**src/rtl/uart_pkg.sv**
```systemverilog
// rtl/uart_pkg.sv - shared UART state type and constants (PARITY state only with UART_RX_PARITY_EN)
package uart_pkg;

  localparam int   DEFAULT_DATA_BITS = 8;
  localparam logic IDLE_LEVEL        = 1'b1;

  typedef enum logic [2:0] {
    IDLE   = 3'd0,
    START  = 3'd1,
    DATA   = 3'd2,
`ifdef UART_RX_PARITY_EN
    PARITY = 3'd3,
`endif
    STOP   = 3'd4,
    BREAK  = 3'd5
  } uart_state_t;

endpackage

```
**src/rtl/uart_rx_if.sv**
```systemverilog
// rtl/uart_rx_if.sv - receiver result bus: received data, status pulses and busy
interface uart_rx_if #(
  parameter int DATA_BITS = uart_pkg::DEFAULT_DATA_BITS
);
  logic [DATA_BITS-1:0] rx_data;
  logic                 rx_valid;
  logic                 frame_err;
  logic                 parity_err;
  logic                 busy;

  modport master (output rx_data, rx_valid, frame_err, parity_err, busy);
  modport slave  (input  rx_data, rx_valid, frame_err, parity_err, busy);
endinterface

```
**src/rtl/uart_rx_sync.sv**
```systemverilog
// rtl/uart_rx_sync.sv - two-flop synchronizer for the serial line, resets to the idle level
module uart_rx_sync
  import uart_pkg::*;
(
  input  logic clk,
  input  logic rst,
  input  logic async_in,
  output logic sync_out
);

  logic meta;

  always_ff @(posedge clk) begin
    if (rst) begin
      meta     <= IDLE_LEVEL;
      sync_out <= IDLE_LEVEL;
    end else begin
      meta     <= async_in;
      sync_out <= meta;
    end
  end

endmodule

```
**src/rtl/uart_rx.sv**
```systemverilog
// rtl/uart_rx.sv - UART receiver, mid-bit sampling, LSB first; UART_RX_PARITY_EN adds an even-parity bit
module uart_rx
  import uart_pkg::*;
#(
  parameter int CLKS_PER_BIT = 16,
  parameter int DATA_BITS    = DEFAULT_DATA_BITS
) (
  input  logic      clk,
  input  logic      rst,
  input  logic      rx,
  uart_rx_if.master rx_out
);

  localparam int                CW        = (CLKS_PER_BIT > 1) ? $clog2(CLKS_PER_BIT) : 1;
  localparam int                BW        = $clog2(DATA_BITS + 1);
  localparam logic [CW-1:0]     BAUD_LAST = CW'(CLKS_PER_BIT - 1);
  localparam logic [CW-1:0]     BAUD_HALF = CW'(CLKS_PER_BIT / 2 - 1);
  localparam logic [BW-1:0]     BIT_LAST  = BW'(DATA_BITS - 1);

  uart_state_t          state;
  uart_state_t          next_state;
  logic                 rx_s;
  logic [CW-1:0]        baud_cnt;
  logic [BW-1:0]        bit_cnt;
  logic [DATA_BITS-1:0] shreg;
  logic [DATA_BITS-1:0] rx_data_q;
  logic                 rx_valid_q;
  logic                 frame_err_q;
  logic                 parity_err_q;

  logic                 baud_tick;
  logic                 half_tick;
  logic                 shift_en;
  logic                 stop_sample;
  logic                 load_c;
  logic                 ferr_c;
  logic                 perr_c;
  logic                 busy_c;

`ifdef UART_RX_PARITY_EN
  logic                 par_bad;
`endif

  uart_rx_sync u_sync (
    .clk      (clk),
    .rst      (rst),
    .async_in (rx),
    .sync_out (rx_s)
  );

  assign baud_tick = (baud_cnt == BAUD_LAST);
  assign half_tick = (state == START) && (baud_cnt == BAUD_HALF);

  always_ff @(posedge clk) begin
    if (rst) begin
      state <= IDLE;
    end else begin
      state <= next_state;
    end
  end

  always_comb begin
    next_state = state;
    case (state)
      IDLE:   if (rx_s != IDLE_LEVEL) next_state = START;
      START:  if (half_tick) next_state = (rx_s == IDLE_LEVEL) ? IDLE : DATA;
      DATA:   if (baud_tick && (bit_cnt == BIT_LAST)) begin
`ifdef UART_RX_PARITY_EN
                next_state = PARITY;
`else
                next_state = STOP;
`endif
              end
`ifdef UART_RX_PARITY_EN
      PARITY: if (baud_tick) next_state = STOP;
`endif
      STOP:   if (baud_tick) next_state = (rx_s == IDLE_LEVEL) ? IDLE : BREAK;
      BREAK:  if (rx_s == IDLE_LEVEL) next_state = IDLE;
      default: next_state = IDLE;
    endcase
  end

  // Strobes decided here are registered below, so every pulse lands one edge after its sample.
  always_comb begin
    busy_c      = (state != IDLE) && !rst;
    shift_en    = (state == DATA) && baud_tick;
    stop_sample = (state == STOP) && baud_tick;
    ferr_c      = stop_sample && (rx_s != IDLE_LEVEL);
`ifdef UART_RX_PARITY_EN
    perr_c      = stop_sample && par_bad;
    load_c      = stop_sample && (rx_s == IDLE_LEVEL) && !par_bad;
`else
    perr_c      = 1'b0;
    load_c      = stop_sample && (rx_s == IDLE_LEVEL);
`endif
  end

  always_ff @(posedge clk) begin
    if (rst) begin
      baud_cnt     <= '0;
      bit_cnt      <= '0;
      shreg        <= '0;
      rx_data_q    <= '0;
      rx_valid_q   <= 1'b0;
      frame_err_q  <= 1'b0;
      parity_err_q <= 1'b0;
    end else begin
      rx_valid_q   <= load_c;
      frame_err_q  <= ferr_c;
      parity_err_q <= perr_c;

      if (load_c) begin
        rx_data_q <= shreg;
      end

      if ((state == IDLE) || (state == BREAK) || half_tick || baud_tick) begin
        baud_cnt <= '0;
      end else begin
        baud_cnt <= baud_cnt + CW'(1);
      end

      if (state == IDLE) begin
        bit_cnt <= '0;
      end else if (shift_en) begin
        bit_cnt <= bit_cnt + BW'(1);
      end

      if (shift_en) begin
        shreg <= {rx_s, shreg[DATA_BITS-1:1]};
      end
    end
  end

`ifdef UART_RX_PARITY_EN
  // Even parity: data ones plus the parity bit must total an even count.
  always_ff @(posedge clk) begin
    if (rst || (state == IDLE)) begin
      par_bad <= 1'b0;
    end else if ((state == PARITY) && baud_tick) begin
      par_bad <= (^shreg) ^ rx_s;
    end
  end
`endif

  assign rx_out.rx_data    = rx_data_q;
  assign rx_out.rx_valid   = rx_valid_q;
  assign rx_out.frame_err  = frame_err_q;
  assign rx_out.parity_err = parity_err_q;
  assign rx_out.busy       = busy_c;

endmodule

```
**src/flat_wrapper.sv**
```systemverilog
// flat-port wrapper written by rule: the top's interface ports become plain ports
module uart_rx_flat import uart_pkg::*;
#(
  parameter int CLKS_PER_BIT = 16,
  parameter int DATA_BITS    = DEFAULT_DATA_BITS
)
  (clk, rst, rx, rx_out_rx_data, rx_out_rx_valid, rx_out_frame_err, rx_out_parity_err, rx_out_busy);
  uart_rx_if #(.DATA_BITS(DATA_BITS)) rx_out_i ();
  input  logic clk;
  input  logic rst;
  input  logic rx;
  output wire logic [$bits(rx_out_i.rx_data)-1:0] rx_out_rx_data;
  output wire logic [$bits(rx_out_i.rx_valid)-1:0] rx_out_rx_valid;
  output wire logic [$bits(rx_out_i.frame_err)-1:0] rx_out_frame_err;
  output wire logic [$bits(rx_out_i.parity_err)-1:0] rx_out_parity_err;
  output wire logic [$bits(rx_out_i.busy)-1:0] rx_out_busy;
  assign rx_out_rx_data = rx_out_i.rx_data;
  assign rx_out_rx_valid = rx_out_i.rx_valid;
  assign rx_out_frame_err = rx_out_i.frame_err;
  assign rx_out_parity_err = rx_out_i.parity_err;
  assign rx_out_busy = rx_out_i.busy;
  uart_rx #(.CLKS_PER_BIT(CLKS_PER_BIT), .DATA_BITS(DATA_BITS)) u_core (.clk(clk), .rst(rst), .rx(rx), .rx_out(rx_out_i));
endmodule
```
**config.mk**
```make
export PLATFORM = sky130hd
export DESIGN_NAME = uart_rx_flat
export DESIGN_NICKNAME = d
export VERILOG_FILES = /design/src/rtl/uart_pkg.sv /design/src/rtl/uart_rx_if.sv /design/src/rtl/uart_rx_sync.sv /design/src/rtl/uart_rx.sv /design/src/flat_wrapper.sv
export SDC_FILE = /design/constraint.sdc
export NUM_CORES = 1
export LEC_CHECK = 0
export ABC_AREA = 1
export CAP_MARGIN = 25
export CORE_ASPECT_RATIO = 0.6
export CORE_MARGIN = 10
export CORE_UTILIZATION = 35
export DETAILED_ROUTE_END_ITERATION = 6
export GPL_TIMING_DRIVEN = 0
export PLACE_DENSITY_LB_ADDON = 0.25
export SYNTH_ARGS = -nofsm -noshare
export SYNTH_HDL_FRONTEND = slang
export SYNTH_HIERARCHICAL = 1
export SYNTH_SLANG_ARGS = --single-unit
```
**constraint.sdc**
```tcl
create_clock -name clk -period 1.85 [get_ports clk]
set_clock_uncertainty 0.2 [all_clocks]
set_input_delay 0.4625 -clock clk [delete_from_list [all_inputs] [get_ports clk]]
set_output_delay 0.4625 -clock clk [all_outputs]
set_load 0.05 [all_outputs]
```
# Yosys cells after proc, flatten, opt, wreduce, memory -nomap -nowiden
# Cells that the tools add are included.
# op_classes
n_mul	0
n_div	0
eq_ne	12
n_bitwise	1
shifts	0
n_mux	8
magnitude_cmp	0
n_reduce_logical	16
add_sub_neg	2
# op_table
cell	n
2-to-1 mux 3 bit	6
case mux 3 bit (5 select lines)	1
adder 4 x 1 -> 4 bit (second input constant)	2
== test 4 x 3 -> 1 bit (second input constant)	2
logical AND 1 bit	7
== test 3 bit (second input constant)	2
inequality test 2 x 1 -> 1 bit (second input constant)	3
AND reduction 5 bit	1
== test 4 bit (second input constant)	1
inequality test 2 bit (second input constant)	2
OR reduction 2 bit	2
== test 3 x 1 -> 1 bit (second input constant)	1
== test 3 x 2 -> 1 bit (second input constant)	1
logical NOT 3 bit	1
logical OR 1 bit	3
nonzero test 3 bit	1
2-to-1 mux 2 bit	1
logical NOT 1 bit	1
inverter 1 bit	1
# word_totals
mem_count	0
latchBits	0
output_inout_bits	12
romBits	0
mem_bits_rw	0
input_bits	3
elab_cells	48
register_bits	31

# Logic depth before layout (Yosys ltp)
# Gate-level depths: netlist of run 1.
# depth
word_depth	5
mapped_depth	9
depth_no_buf	9

# Modules after synthesis
# The synthesis of run 1 kept the hierarchy.
# modules_own_cells
mod	cells_each	instances	area_each_um2	seq_area_each_um2
uart_rx	165	1	1236.2	580.6
uart_rx_sync	7	1	58.8	40.0

# Worst setup path before layout of run 1
# Ideal clock, no wire load.
# synth_timing
path_type	reg-to-output
from	reg u_core.state[1]
to	out rx_out_busy
required_ns	1.187
stages_incl_launch_ff	5
setup_slack_ns	0.235
arrival_ns	0.952
path_buffers	0
path_cell_list	dfxtp_1 nor2_2 nand2_1 nand2_1 inv_1
# synth_between
elab_chain_len	2
# synth_rtl
item	line_no	source
start, declared	uart_rx.sv:20	uart_state_t state;
start signal, assigned	uart_rx.sv:58	state <= next_state;
nonzero test 3 bit	uart_rx.sv:85	busy_c = (state != IDLE) && !rst;
logical AND 1 bit	uart_rx.sv:85	
end, declared	flat_wrapper.sv:16	output wire logic [$bits(rx_out_i.busy)-1:0] rx_out_busy;
# Every way passes these cells.

# Worst setup path in the final report of run 1
# layout_timing
from	reg u_core.rx_data_q[3], in the netlist u_core/rx_out.rx_data[3]
to	out rx_out_rx_data[3]
# layout_lines
item	line_no	source
start, declared	uart_rx.sv:26	logic [DATA_BITS-1:0] rx_data_q;
start signal, assigned	uart_rx.sv:113	rx_data_q <= shreg;
end, declared	flat_wrapper.sv:12	output wire logic [$bits(rx_out_i.rx_data)-1:0] rx_out_rx_data;
# No word-level cell between the ends.

==> run_results.csv, run 1 <==
group,metric,value,unit
status,status,"completed",
cells_and_area,drive_gt1_share,17.6,%
pwr,comb_power_share,26.3,%
pwr,power.density,1230,nW/um^2
global_route,grt_antenna_before_repair,0,
critical_path,cp_data_required_time,1190,ps
clock_network,postCtsSetupRepairBufs,0,
critical_path,timing.critical_path.to_type,"primary output",
yosys,top_cell_type_by_total_area_after_synthesis,"sky130_fd_sc_hd__dfxtp_1",
critical_path,critPathArrivalTime,1140,ps
worst_hold_path,hold_depth,2,
global_route,use_met3,3.81,%
pwr,leakage_component_of_the_power,0.830,nW
critical_path,critical_path.slowest_cell,"sky130_fd_sc_hd__dlygate4sd2_1",
timing,rsz_0062_raised_after_global_routing,"false",
detailed_routing,viasPerCell,4.68,
die,coreArea,3400,sq um
pwr,post-layout-total-power,1.98,mW
timing,final_critical_path_setup_slack,44.1,ps
global_route,use_met2,13.1,%
yosys,synthesis.area,1290,sq um
die,die_h,67.1,um
detailed_routing,drcViolationCount,0,
detailed_routing,drt-initial-drc-count,46,
global_route,first_global_vias,1024,
yosys,ys_seq_area_share,47.9,%
detailed_routing,detail_route.wirelength,2770,um
yosys,syn-instance-count,172,
yosys,netlist-cell-type-count,25,
die,fp.dieArea,6610,sq um
clock_network,cts.clk_slew.worst_paths,70,ps
cells_and_area,final_nets,197,
critical_path,cell_chain_critical_path,"dlygate4sd2_1",
yosys,async_flop_share,0,%
placement,detailed_place_hpwl,2140,um
yosys,synth.yosys.warnings,6,
cells_and_area,layout-area-overhead-vs-synth,24.4,%
yosys,ys_ff_latch,31,
die,io_pins,15,
yosys,post_synth_main_area_contributors,"sky130_fd_sc_hd__dfxtp_1 48%, sky130_fd_sc_hd__nor2_1 14%, sky130_fd_sc_hd__o21ai_0 7.7%, sky130_fd_sc_hd__nand2_1 6.4%, sky130_fd_sc_hd__inv_1 3.5%",
placement,gpl.final_weighted_congestion,0.729,
clock_network,tritoncts,"done",
global_route,globalRoute.totalOverflow,0,
die,fp.dieW,98.5,um
placement,buffer_ports.inserted,13,
timing,setup_violations,0,
clock_network,clk_path_buf_depth,2,
timing,min_period_over_period,97.6,%
critical_path,worst_path_largest_cell_delay,540,ps
critical_path,crit_start_category,"flip-flop",
critical_path,worst-path-stages,1,
clock_network,clkLatencyLatePin,280,ps
clock_network,cts_hold_buffers,0,
global_route,global_route_wire_length_before_repair,4530,um
clock_network,cts_sinks,31,
critical_path,cp_max_fo,2,
pwr,max-vdd-ir-drop,0.793,mV
timing,min_period,1810,ps
detailed_routing,drtPass1Iterations,4,
timing,hold_ws,207,ps
pwr,power.clock.fraction,34.6,%
pwr,power.share.sequential,39.2,%
yosys,yosys_most_used_dff,"sky130_fd_sc_hd__dfxtp_1",
cells_and_area,diodes,0,
critical_path,timing.critical_path.max_delay_family,"buffers and inverters",
global_route,gr-usage-all-layers,8.36,%
critical_path,timing.setup.critical_path_class,"flip-flop to primary output",
yosys,post_synth_most_frequent_cells,"50 x sky130_fd_sc_hd__nor2_1, 31 x sky130_fd_sc_hd__dfxtp_1, 22 x sky130_fd_sc_hd__nand2_1",
clock_network,clock_root_buffer,"sky130_fd_sc_hd__clkbuf_8",
die,fp-row-count,16,
pwr,power_switching_share,32.6,%
placement,dp_slack,-923,ps
cells_and_area,postLayoutCellArea,1610,sq um
worst_hold_path,hold_path.class,"flip-flop to flip-flop",
critical_path,cp.buffers_inverters,1,
yosys,synth_edf_count,0,
critical_path,rr_worst_depth,8,
detailed_routing,count_of_vias_placed_by_the_detailed_router,1113,
clock_network,ctsHtreeMaxLevel,2,
clock_network,cts_inserted_buffers,5,
global_route,met1_usage,9.66,%
die,initial_cell_density_of_the_core,38.1,%
yosys,leading_cell_type_by_number_of_instances_after_synthesis,"sky130_fd_sc_hd__nor2_1",
cells_and_area,fillerInstances,343,
pwr,p_switching,0.646,mW
global_route,pin_count_of_the_biggest_net_entering_global_routing,11,
run,max_cap_violations,0,
timing,final_max_slew_viol_count,0,
timing,hold_fails_final_rpt,0,
global_route,global_route.peak_usage_layer,"met2",
yosys,avgSynthCellArea,7.53,sq um
placement,dpl_cell_area,1480,sq um
yosys,post-synth-top-area-fraction,47.9,%
timing,max_freq,554,MHz
detailed_routing,drt.antenna.violating_nets,0,
pwr,cell_int_power,1.34,mW
yosys,synthesized_net_count,177,
detailed_routing,drt-wirelength-per-cell,11.6,um
-- worst register-to-register path: cells and delay by family (launching register included) --
kind,cells,cell delay (ps)
buf+inv,2,170
simple gates,5,600
flops,1,360
fa+ha+maj,1,220
-- metrics by stage --
stage                     TNS (ps)  instances  utilization (%)
after floorplan                  0        172                -
after global placement       -2760        230             43.5
after detailed placement     -2790        230             43.5
after CTS                    -36.8        238             46.7
after global routing             0        238             47.4
final                            0        238             47.4
-- per-layer routing --
metal | part of all wire (%) | vias to the layer above
met5 | 0 | -
met4 | 0.61 | 0
met3 | 5.4 | 2
met2 | 46 | 25
met1 | 48 | 508
li1 | - | 578
-- layout by cell type, fill, tap and decap left out, types with 2 or more instances in the layout --
| cell type | Yosys | layout |
|---|---|---|
| sky130_fd_sc_hd__buf_4 | 2 | 2 |
| sky130_fd_sc_hd__nand2_1 | 22 | 20 |
| sky130_fd_sc_hd__o21ai_0 | 20 | 20 |
| sky130_fd_sc_hd__clkbuf_8 | 0 | 6 |
| sky130_fd_sc_hd__dfxtp_2 | 0 | 2 |
| sky130_fd_sc_hd__nand3_2 | 2 | 2 |
| sky130_fd_sc_hd__inv_4 | 2 | 3 |
| sky130_fd_sc_hd__dlygate4sd2_1 | 0 | 9 |
| sky130_fd_sc_hd__inv_1 | 12 | 11 |
| sky130_fd_sc_hd__ha_1 | 2 | 2 |
| sky130_fd_sc_hd__nor2_1 | 50 | 50 |
| sky130_fd_sc_hd__a21oi_1 | 4 | 4 |
| sky130_fd_sc_hd__clkdlybuf4s15_1 | 0 | 2 |
| sky130_fd_sc_hd__nor2_4 | 1 | 2 |
| sky130_fd_sc_hd__dfxtp_1 | 31 | 28 |
| sky130_fd_sc_hd__nand2_2 | 2 | 4 |
| sky130_fd_sc_hd__nand3_1 | 6 | 6 |
| sky130_fd_sc_hd__clkinv_2 | 1 | 2 |
| sky130_fd_sc_hd__nor3_1 | 2 | 2 |
| sky130_fd_sc_hd__inv_2 | 4 | 4 |
-- final cells by class --
type,count,area [sq um],share of cell area [%]
Buffer,4,23.8,1.48
Clock buffer,6,82.6,5.12
Clock inverter,2,35.0,2.17
Inverter,19,80.1,4.97
Multi-Input combinational cell,118,583,36.2
Sequential cell,31,627,38.9
Tap cell,45,56.3,3.49
Timing Repair Buffer,13,124,7.69
-- power by group through the flow --
| stage | combinational, mW | sequential (mW) | clock [mW] |
|---|---|---|---|
| final | 0.521 | 0.776 | 0.685 |
| after detailed placement | 0.478 | 0.774 | 0 |
| after global placement | 0.456 | 0.769 | 0 |
| after floorplan | 0.378 | 0.765 | 0 |
| after CTS | 0.486 | 0.761 | 0.706 |
| after global routing | 0.584 | 0.780 | 0.740 |
-- path summary, 6_finish.rpt --
check / from / end / slack, ps
hold reg to reg: u_core/u_sync/meta$_SDFF_PP1_ / u_core/u_sync/sync_out$_SDFF_PP1_ / 210
setup / recovery: u_core/rx_out.rx_data[3]$_SDFFE_PP0P_ / rx_out_rx_data[3] / 40
hold / removal: u_core/u_sync/meta$_SDFF_PP1_ / u_core/u_sync/sync_out$_SDFF_PP1_ / 210
setup reg to reg: u_core/baud_cnt[0]$_SDFF_PP0_ / u_core/rx_out.rx_data[3]$_SDFFE_PP0P_ / 200
-- flip-flops by register name (all words and copies together) (netlist names) --
name,cells
u_core/baud_cnt,4
u_core/rx_out.frame_err,1
u_core/u_sync/sync_out,1
u_core/bit_cnt,4
u_core/rx_out.rx_data,8
u_core/u_sync/meta,1
u_core/shreg,8
u_core/state,3
u_core/rx_out.rx_valid,1
-- cells by family after synthesis --
group                    synth area share, %
AND/OR/NAND/NOR                         32.1
AO/OA/AOI/OAI                           9.28
adder cells (fa/ha/maj)                 1.93
buffers and inverters                   7.82
XOR/XNOR                               0.676
other                                  0.290
flip-flops                              47.9
-- repair_timing --
item	4_1_cts	5_1_grt
pin swaps	0	1
gates resized for setup	20	10
endpoints found under the setup margin	11	3
No activity file was read; power rests on OpenSTA's default activity.
==> run 2, diff against run 1 <==
Settings changed: DONT_BUFFER_PORTS set to 1, HOLD_SLACK_MARGIN set to 0.06.
==> run_results.csv, run 2 (synthesized netlist as in run 1, its figures left out) <==
group,metric,value,unit
status,status,"complete, but fails checks",
status,failing_checks,"negative setup slack",
global_route,first_global_vias,1032,
pwr,power.share.sequential,40.7,%
detailed_routing,drt-initial-drc-count,91,
pwr,comb_power_share,31.3,%
cells_and_area,final_cell_count_no_fill,229,
cells_and_area,final_common_cell,"sky130_fd_sc_hd__nor2_1",
die,fp-row-count,16,
placement,detailed_place_hpwl,1980,um
run,max_cap_violations,0,
cells_and_area,final_core_util,44.2,%
timing,min_period_over_period,103,%
global_route,grt_antenna_before_repair,0,
pwr,max-vdd-ir-drop,0.559,mV
placement,dp_cells,217,
pwr,cell_int_power,1.22,mW
detailed_routing,drtPass1Iterations,4,
timing,final_max_slew_viol_count,0,
global_route,gr-usage-all-layers,8.93,%
timing,timing.setup.tns,-58.3,ps
cells_and_area,multiInputGateArea,588,sq um
timing,rsz_0062_raised_after_global_routing,"true",
detailed_routing,viasPerCell,4.76,
detailed_routing,count_of_vias_placed_by_the_detailed_router,1090,
global_route,global_route_wire_length_before_repair,4770,um
timing,slew-limit-headroom,64.7,%
global_route,globalRoute.totalOverflow,0,
timing,hold_fails_final_rpt,0,
cells_and_area,area.sequential,628,sq um
pwr,power.clock.fraction,28.0,%
clock_network,clk_path_buf_depth,2,
die,coreArea,3400,sq um
detailed_routing,detail_route.wirelength,2760,um
critical_path,critical_path.slowest_cell,"sky130_fd_sc_hd__dfxtp_4",
die,fp.dieArea,6610,sq um
pwr,leakage_component_of_the_power,0.747,nW
clock_network,cts.clk_slew.worst_paths,60,ps
timing,max_freq,524,MHz
timing,worstMarginPinSlew,528,ps
cells_and_area,layout_common_cells,"50 x sky130_fd_sc_hd__nor2_1, 29 x sky130_fd_sc_hd__dfxtp_1, 20 x sky130_fd_sc_hd__o21ai_0, 20 x sky130_fd_sc_hd__nand2_1, 11 x sky130_fd_sc_hd__inv_1",
critical_path,cell_chain_critical_path,"nor2_4, nand2_2, nand2_4, clkinvlp_4",
placement,dpl_cell_area,1350,sq um
critical_path,worst_path_largest_cell_delay,360,ps
critical_path,timing.setup.critical_path_class,"flip-flop to primary output",
die,die_h,67.1,um
detailed_routing,drcViolationCount,0,
timing,setup_violations,1,
die,fp.dieW,98.5,um
pwr,power.density,1250,nW/um^2
pwr,p_switching,0.655,mW
critical_path,critPathArrivalTime,1250,ps
die,initial_cell_density_of_the_core,38.1,%
pwr,power_switching_share,34.9,%
cells_and_area,drive_gt1_share,19.0,%
placement,buffer_ports.inserted,0,
clock_network,tritoncts,"done",
clock_network,clock_root_buffer,"sky130_fd_sc_hd__clkbuf_8",
critical_path,timing.critical_path.to_type,"primary output",
critical_path,crit_start_category,"flip-flop",
pwr,post-layout-total-power,1.88,mW
critical_path,cp_data_required_time,1190,ps
clock_network,ctsHtreeMaxLevel,2,
cells_and_area,final_nets,189,
timing,final_critical_path_setup_slack,-58.3,ps
cells_and_area,layout-area-overhead-vs-synth,16.2,%
global_route,pin_count_of_the_biggest_net_entering_global_routing,11,
cells_and_area,postLayoutCellArea,1510,sq um
timing,min_period,1910,ps
worst_hold_path,hold_depth,2,
worst_hold_path,hold_path.class,"input pin to flip-flop",
placement,gpl.final_weighted_congestion,0.714,
detailed_routing,drt-wirelength-per-cell,12.0,um
clock_network,clkLatencyLatePin,280,ps
cells_and_area,fillerInstances,353,
die,io_pins,15,
detailed_routing,drt.antenna.violating_nets,0,
cells_and_area,diodes,0,
clock_network,cts_sinks,31,
critical_path,rr_worst_depth,8,
clock_network,cts_inserted_buffers,5,
critical_path,cp_max_fo,5,
## run 2: cell types whose count changed in the layout (fill, tap and decap cells not counted), moves of 2 or more
cell                              delta
sky130_fd_sc_hd__buf_4               +4
sky130_fd_sc_hd__dfxtp_2             -2
sky130_fd_sc_hd__clkdlybuf4s15_1     -2
sky130_fd_sc_hd__dlygate4sd2_1       -9
## run 2: final cells by class
| class | count | share of cell area, % |
|---|---|---|
| Clock inverter | 1 | 0.333 |
| Tap cell | 45 | 3.74 |
| Clock buffer | 6 | 5.49 |
| Sequential cell | 31 | 41.7 |
| Timing Repair Buffer | 5 | 2.66 |
| Buffer | 4 | 1.58 |
| Multi-Input combinational cell | 118 | 39.1 |
| Inverter | 19 | 5.40 |
## run 2: worst max-delay path, delay by kind of cell (launching register included)
kind          cells  cell delay (ps)
simple gates      3              310
buf+inv           1              300
flops             1              360
## run 2: per-stage QoR
stage,worst slack [ps],hold slack (ps)
2_1_floorplan,235,180
5_1_grt,-113,78.3
4_1_cts,-55.1,66.5
3_5_place_dp,54.7,220
3_3_place_gp,102,187
6_report,-58.3,76.8
## run 2: what timing repair did
item / CTS / global route
buffers inserted: 1 / 3
setup endpoints to repair: 1 / 1
hold buffers: 1 / 0
hold endpoints to repair: 2 / 0
pin swaps: 3 / 3
gates resized for setup: 7 / 2
## run 2: layer usage
layer	vias up	wire (um)	track usage, %	part of all wire (%)
met5	-	0	0	0
met4	0	8	3.38	0.29
met3	2	170	5.15	6.2
met2	22	1290	13.7	47
met1	506	1290	10.2	47
li1	560	-	-	-
## run 2: final timing paths
check | from | endpoint | slack (ps)
min | rx | u_core/u_sync/meta$_SDFF_PP1_ | 80
max | u_core/state[1]$_SDFFE_PP0P_ | rx_out_busy | -60
max reg2reg | u_core/baud_cnt[0]$_SDFF_PP0_ | u_core/rx_out.rx_data[3]$_SDFFE_PP0P_ | 220
min reg2reg | u_core/u_sync/meta$_SDFF_PP1_ | u_core/u_sync/sync_out$_SDFF_PP1_ | 230
## run 2: power by group through the flow
stage	clock network, mW	logic [mW]	registers [mW]
after floorplan	0	0.378	0.765
after global placement	0	0.436	0.769
after detailed placement	0	0.452	0.771
after CTS	0.543	0.504	0.765
after global routing	0.581	0.651	0.768
final	0.525	0.587	0.765
